## src/rtl/status_flags_unit.sv

```systemverilog
// 6502 processor status register (P): merges pipelined ALU flags, direct flag
// writes, PLP/BIT loads and interrupt entry, and evaluates branch conditions.
module status_flags_unit (
    input  logic       clk,
    input  logic       rst_n,
    input  logic       alu_upd_en,
    input  logic [6:0] alu_upd_mask,
    input  logic [6:0] alu_flags,
    input  logic       flag_wr_en,
    input  logic [2:0] flag_wr_sel,
    input  logic       flag_wr_val,
    input  logic       irq_enter,
    input  logic       plp_load,
    input  logic       bit_load,
    input  logic [7:0] data_in,
    input  logic       push_brk,
    input  logic [2:0] branch_cond,
    output logic [6:0] status_flags,
    output logic [7:0] status_byte,
    output logic       flags_pending,
    output logic       branch_taken
);

    localparam logic [6:0] P_RESET  = 7'b0000100;
    localparam logic [6:0] B_MASK_N = 7'b1101111;

    logic [6:0] p_q;
    logic [6:0] p_next;
    logic [6:0] pend_mask;
    logic       pend_valid;
    logic       sel_flag;

    // Sources are applied lowest priority first so higher ones overwrite per bit.
    always_comb begin
        p_next = p_q;
        if (pend_valid) begin
            p_next = (p_q & ~pend_mask) | (alu_flags & pend_mask);
        end
        if (bit_load) begin
            p_next[6] = data_in[7];
            p_next[5] = data_in[6];
        end
        if (flag_wr_en) begin
            for (int i = 0; i < 7; i++) begin
                if (i != 4 && flag_wr_sel == 3'(i)) begin
                    p_next[i] = flag_wr_val;
                end
            end
        end
        if (irq_enter) begin
            p_next[2] = 1'b1;
        end
        if (plp_load) begin
            p_next = {data_in[7], data_in[6], 1'b0, data_in[3:0]};
        end
        p_next[4] = 1'b0;
    end

    always_ff @(posedge clk or negedge rst_n) begin
        if (!rst_n) begin
            p_q        <= P_RESET;
            pend_valid <= 1'b0;
            pend_mask  <= '0;
        end else begin
            p_q        <= p_next;
            pend_valid <= alu_upd_en;
            if (alu_upd_en) begin
                pend_mask <= alu_upd_mask & B_MASK_N;
            end
        end
    end

    // Pairs of conditions share a flag; the low bit picks branch-if-set.
    always_comb begin
        sel_flag = 1'b0;
        case (branch_cond[2:1])
            2'd0: sel_flag = p_q[6];
            2'd1: sel_flag = p_q[5];
            2'd2: sel_flag = p_q[0];
            2'd3: sel_flag = p_q[1];
            default: sel_flag = 1'b0;
        endcase
    end

    assign branch_taken  = sel_flag ~^ branch_cond[0];
    assign status_flags  = p_q;
    assign status_byte   = {p_q[6], p_q[5], 1'b1, push_brk, p_q[3:0]};
    assign flags_pending = pend_valid;

endmodule
```

## config.mk

```make
export PLATFORM = sky130hd
export DESIGN_NAME = status_flags_unit
export DESIGN_NICKNAME = d
export VERILOG_FILES = /design/src/rtl/status_flags_unit.sv
export SDC_FILE = /design/constraint.sdc
export NUM_CORES = 1
export LEC_CHECK = 0
export CORE_MARGIN = 10
export CORE_UTILIZATION = 38
export CTS_CLUSTER_SIZE = 40
export DETAILED_ROUTE_END_ITERATION = 7
export PLACE_DENSITY = 0.88
export SLEW_MARGIN = 20
export SYNTH_ARGS = -nofsm -noshare
export SYNTH_HDL_FRONTEND = slang
export SYNTH_SLANG_ARGS = --single-unit
export TNS_END_PERCENT = 20
```

## constraint.sdc

```tcl
create_clock -name clk -period 2.2 [get_ports clk]
set_clock_uncertainty 0.15 [all_clocks]
set_input_delay 0.44 -clock clk [delete_from_list [all_inputs] [get_ports clk]]
set_output_delay 0.44 -clock clk [all_outputs]
set_load 0.03 [all_outputs]
```

**Word level (Yosys, flattened, before mapping)**

Index checks and enable logic that the tools add are counted.

- Equal/unequal tests: 8
- Multiplexer cells: 13
- Bitwise gates (word level): 5
- Reduce and logical (&&, ||, !) cells: 2

Operators with widths:

| operator | count |
|---|---|
| $and A7 B7 Y7 | 2 |
| $mux W7 | 2 |
| $mux W1 | 7 |
| $not A7 Y7 | 1 |
| $or A7 B7 Y7 | 1 |
| $eq A3 B2 Y1 const B | 2 |
| $eq A3 B3 Y1 const B | 2 |
| $eq A2 B2 Y1 const B | 2 |
| $mux W2 | 2 |
| $mux W4 | 1 |
| $pmux W1 S4 | 1 |
| $eq A3 B1 Y1 const B | 1 |
| $logic_not A3 Y1 | 1 |
| $eq A2 B1 Y1 const B | 1 |
| $logic_not A2 Y1 | 1 |
| $xnor A1 B1 Y1 | 1 |

- Bits in registers: 13
- Output and inout bits: 17
- Logic and storage cells: 31

**Logic depth before layout (Yosys ltp)**

- Word-level depth: 8
- Gate-level depth with buffers: 4
- Gate-level depth less buffers: 3

**Worst setup path after synthesis**

OpenSTA, ideal clock, no wires.

- Kind: reg-to-output
- From: reg p_q[1], in the netlist status_flags[1]
- To: out branch_taken
- Data arrival time: 1543 ps
- Path slack: 67 ps
- Cell stages (with the launch flop): 3
- Path buffers: 0
- Cell sequence: dfrtp_1 -> mux4_2 -> xnor2_1

- Word-level cells in the longest chain between the ends: 2

RTL lines:

| element | RTL line | text |
|---|---|---|
| start, declared | 27 | `logic [6:0] p_q;` |
| start signal, assigned | 65 | `p_q <= p_next;` |
| $pmux W1 S4 | 76 | `case (branch_cond[2:1])` |
| $xnor A1 B1 Y1 | 85 | `assign branch_taken = sel_flag ~^ branch_cond[0];` |
| end, declared | 21 | `output logic branch_taken` |

No other way between the ends.

**Worst setup path in the final report**

- From: in branch_cond[1]
- To: out branch_taken

- Word-level cells in the longest chain between the ends: 3

RTL lines:

| element | RTL line | text |
|---|---|---|
| start, declared | 17 | `input logic [2:0] branch_cond,` |
| $eq A2 B2 Y1, or another cell as far along | 76 |  |
| $pmux W1 S4 * | 76 |  |
| $xnor A1 B1 Y1 * | 85 |  |

Mark *: on every way between the ends. The rest lies on a longest branch, timed or not.

==> flow_summary.ini <==
[placed_design]
place_congestion = 0.776
dp_hpwl_um = 1940
portBuffers = 45
dpl_worst_slack_ns = -0.160
placedInstanceArea_mm2 = 0.00122

[synthesis]
synth_cell_types = 30
yosysMostFrequentCell = dfrtp_1
synth_edf_count = 0
yosysWarnings = 0
synth-seq-cells = 13
postSynthCellCount = 76
synth.cell_area_um2 = 817
async_flop_share = 1.00
synth.area.top_cells = dfrtp_1 37%, buf_4 8.3%, mux2_2 8.3%, a21boi_0 4.6%, dfstp_2 3.2%
netlist.area_leader.share = 0.368
synth_nets = 113
syn_avg_cell_area_um2 = 10.8
synth_top_area_cell = dfrtp_1
ys_top_cells_by_count = 12 x dfrtp_1, 9 x buf_4, 6 x mux2_2, 5 x a21boi_0, 4 x a21oi_1
synth-seq-area-share = 0.400
dominantRegCellSynth = dfrtp_1

[clock_network]
clk_latency_ns = 0.27
cts_root_buf = clkbuf_4
cts_tree = done
clk_pin_slew_worst_paths_ns = 0.08
cts_max_path_buffers = 2
cts_buffers = 3
post_cts_buffers = 0
h-tree-depth = 1
cts_hold_buf = 0
cts_sinks = 13

[pwr]
seq_power_share = 0.418
power_mw = 0.684
leakagePower_nw = 0.516
p_int_mw = 0.469
p_sw_mw = 0.215
power.clock.fraction = 0.210
power_density_mw_per_mm2 = 548
power_frac_comb = 0.372
vdd_drop_max_mv = 0.327
swShare = 0.314

[die]
die_x_um = 66.4
start_util = 0.408
die_area_mm2 = 0.00440
core_mm2 = 0.00200
rows = 16
ios = 54
die_height_um = 66.4

[timing]
period_needed_ns = 2.15
worst_slack_ns = 0.0535
slew_violations = 0
final.period_utilization = 0.976
worst_pin_slew_ns = 0.595
clock.fmax_ghz = 0.466
setup_viol = 0
whs_ns = 0.380
slew_headroom = 0.602
rsz0062_at_grt = false
hold_viol = 0

[routing]
dr.pass1.iters = 4
drc = 0
totalWireLength_um = 2330
num_vias = 729
wl_per_cell_um = 16.6
via_per_inst = 5.21
final_antenna_net_count = 0
first_iter_violations = 35

[worst_setup_path]
max_stage_delay_ns = 0.47
path_max_fanout = 1
worst_path_max_delay_cell = clkdlybuf4s50_1
path_class = in2out
cp.required_ns = 1.61
cp.arrival_ns = 1.56
worst_setup_path_end_kind = output pin
crit_chain = clkdlybuf4s50_1 > mux4_2 > xnor2_1 > buf_4
critPathLaunchType = primary input

[final_layout]
area_growth_syn_to_layout_pct = 52.7
num_antenna_cells = 0
postLayoutCellArea_mm2 = 0.00125
drive_gt1_frac = 0.133
fillCellCount = 153
nets = 151

[global_routing]
top_usage_layer = met2
grt_usage = 0.104
grt.met3_usage = 0.0288
grt_max_degree = 14
grt_pass1_vias = 714
met2_usage = 0.164
overflow = 0
antenna_found_initial = 0
grt_first_pass_wirelength_um = 3610
grtUsageMet1 = 0.125

[run_status]
status = finished clean

[job]
drv_cap = 0

[hold_path]
hp-class = reg2reg
[cell usage in the layout (no fill, tap or decap), drive strengths merged]
master / instances
mux2: 6
dlymetal6s2s: 1
clkbuf: 4
a21oi: 4
nor2b: 1
clkdlybuf4s50: 42
dfrtp: 12
dfstp: 1
and4bb: 1
nand2: 3
nor4bb: 1
inv: 3
and3: 3
o211ai: 2
nor4b: 1
a21boi: 5
nand2b: 1
and2: 2
a22o: 1
and4b: 1
a311o: 1
a211o: 1
o221ai: 2
nand4b: 2
mux4: 1
a221o: 1
nor2: 1
a311oi: 2
buf: 1
xnor2: 1
dlygate4sd2: 1
conb: 2
o31ai: 2
[critical path, delay by kind of cell]
kind                   cells  cell delay, ns
XOR/XNOR                   1            0.16
multiplexers               1            0.30
buffers and inverters      2            0.65
[stage by stage]
step	TNS, ns	utilization	std cells
2_1_floorplan	0	-	76
3_3_place_gp	-0.139	0.609	136
3_5_place_dp	-0.160	0.609	136
4_1_cts	0	0.622	140
5_1_grt	0	0.623	140
6_report	0	0.623	140
[sequential cells by signal, summed over array words and instances (netlist names)]
name,flops
pend_mask,6
status_flags,6
flags_pending,1
[final timing paths]
kind                                           from                        end  depth (start not counted)  slack (ns)
min in group asynchronous                     rst_n  status_flags[1]$_DFF_PN0_                          1        0.39
hold / removal             pend_mask[6]$_DFFE_PN0P_   pend_mask[6]$_DFFE_PN0P_                          1        0.38
setup reg to reg            flags_pending$_DFF_PN0_  status_flags[2]$_DFF_PN1_                          3        0.73
setup / recovery                     branch_cond[1]               branch_taken                          4        0.05
max in group asynchronous                     rst_n  status_flags[3]$_DFF_PN0_                          1        1.12
hold reg to reg            pend_mask[6]$_DFFE_PN0P_   pend_mask[6]$_DFFE_PN0P_                          1        0.38
[logic make-up after synthesis]
family,count (synthesis),synth area share
muxes,7,0.110
DFF,13,0.400
and+or+nand+nor,17,0.164
xor gates and xnor gates,1,0.0107
other,2,0.00919
AOI/OAI and AO/OA,21,0.196
buffers and inverters,15,0.110
[power groups by stage]
stage / combinational [mW] / sequential (mW) / clock [mW]
global route: 0.271 / 0.290 / 0.158
CTS: 0.257 / 0.286 / 0.151
global placement: 0.252 / 0.289 / 0
finish: 0.254 / 0.286 / 0.144
detailed placement: 0.256 / 0.291 / 0
floorplan: 0.125 / 0.309 / 0
[final cells by class]
| type | count | area, um2 | area share |
|---|---|---|---|
| inverter | 3 | 11.3 | 0.00903 |
| clock buffer | 4 | 26.3 | 0.0211 |
| multi-input combinational | 48 | 400 | 0.321 |
| tap | 27 | 33.8 | 0.0271 |
| sequential | 13 | 327 | 0.262 |
| timing repair buffer | 45 | 449 | 0.360 |
[timing repair]
item                       in CTS  in global routing
cloned                          0                  0
pin swaps                       1                  0
setup endpoints to repair       1                  1
resized for setup               1                  1
[per-layer routing]
| layer | routed length (um) | part of all wire |
|---|---|---|
| met2 | 1080 | 0.47 |
| met3 | 235 | 0.10 |
| met5 | 0 | 0 |
| met1 | 982 | 0.42 |
| met4 | 27 | 0.012 |
Note: power is estimated with default switching activity, not from simulation.
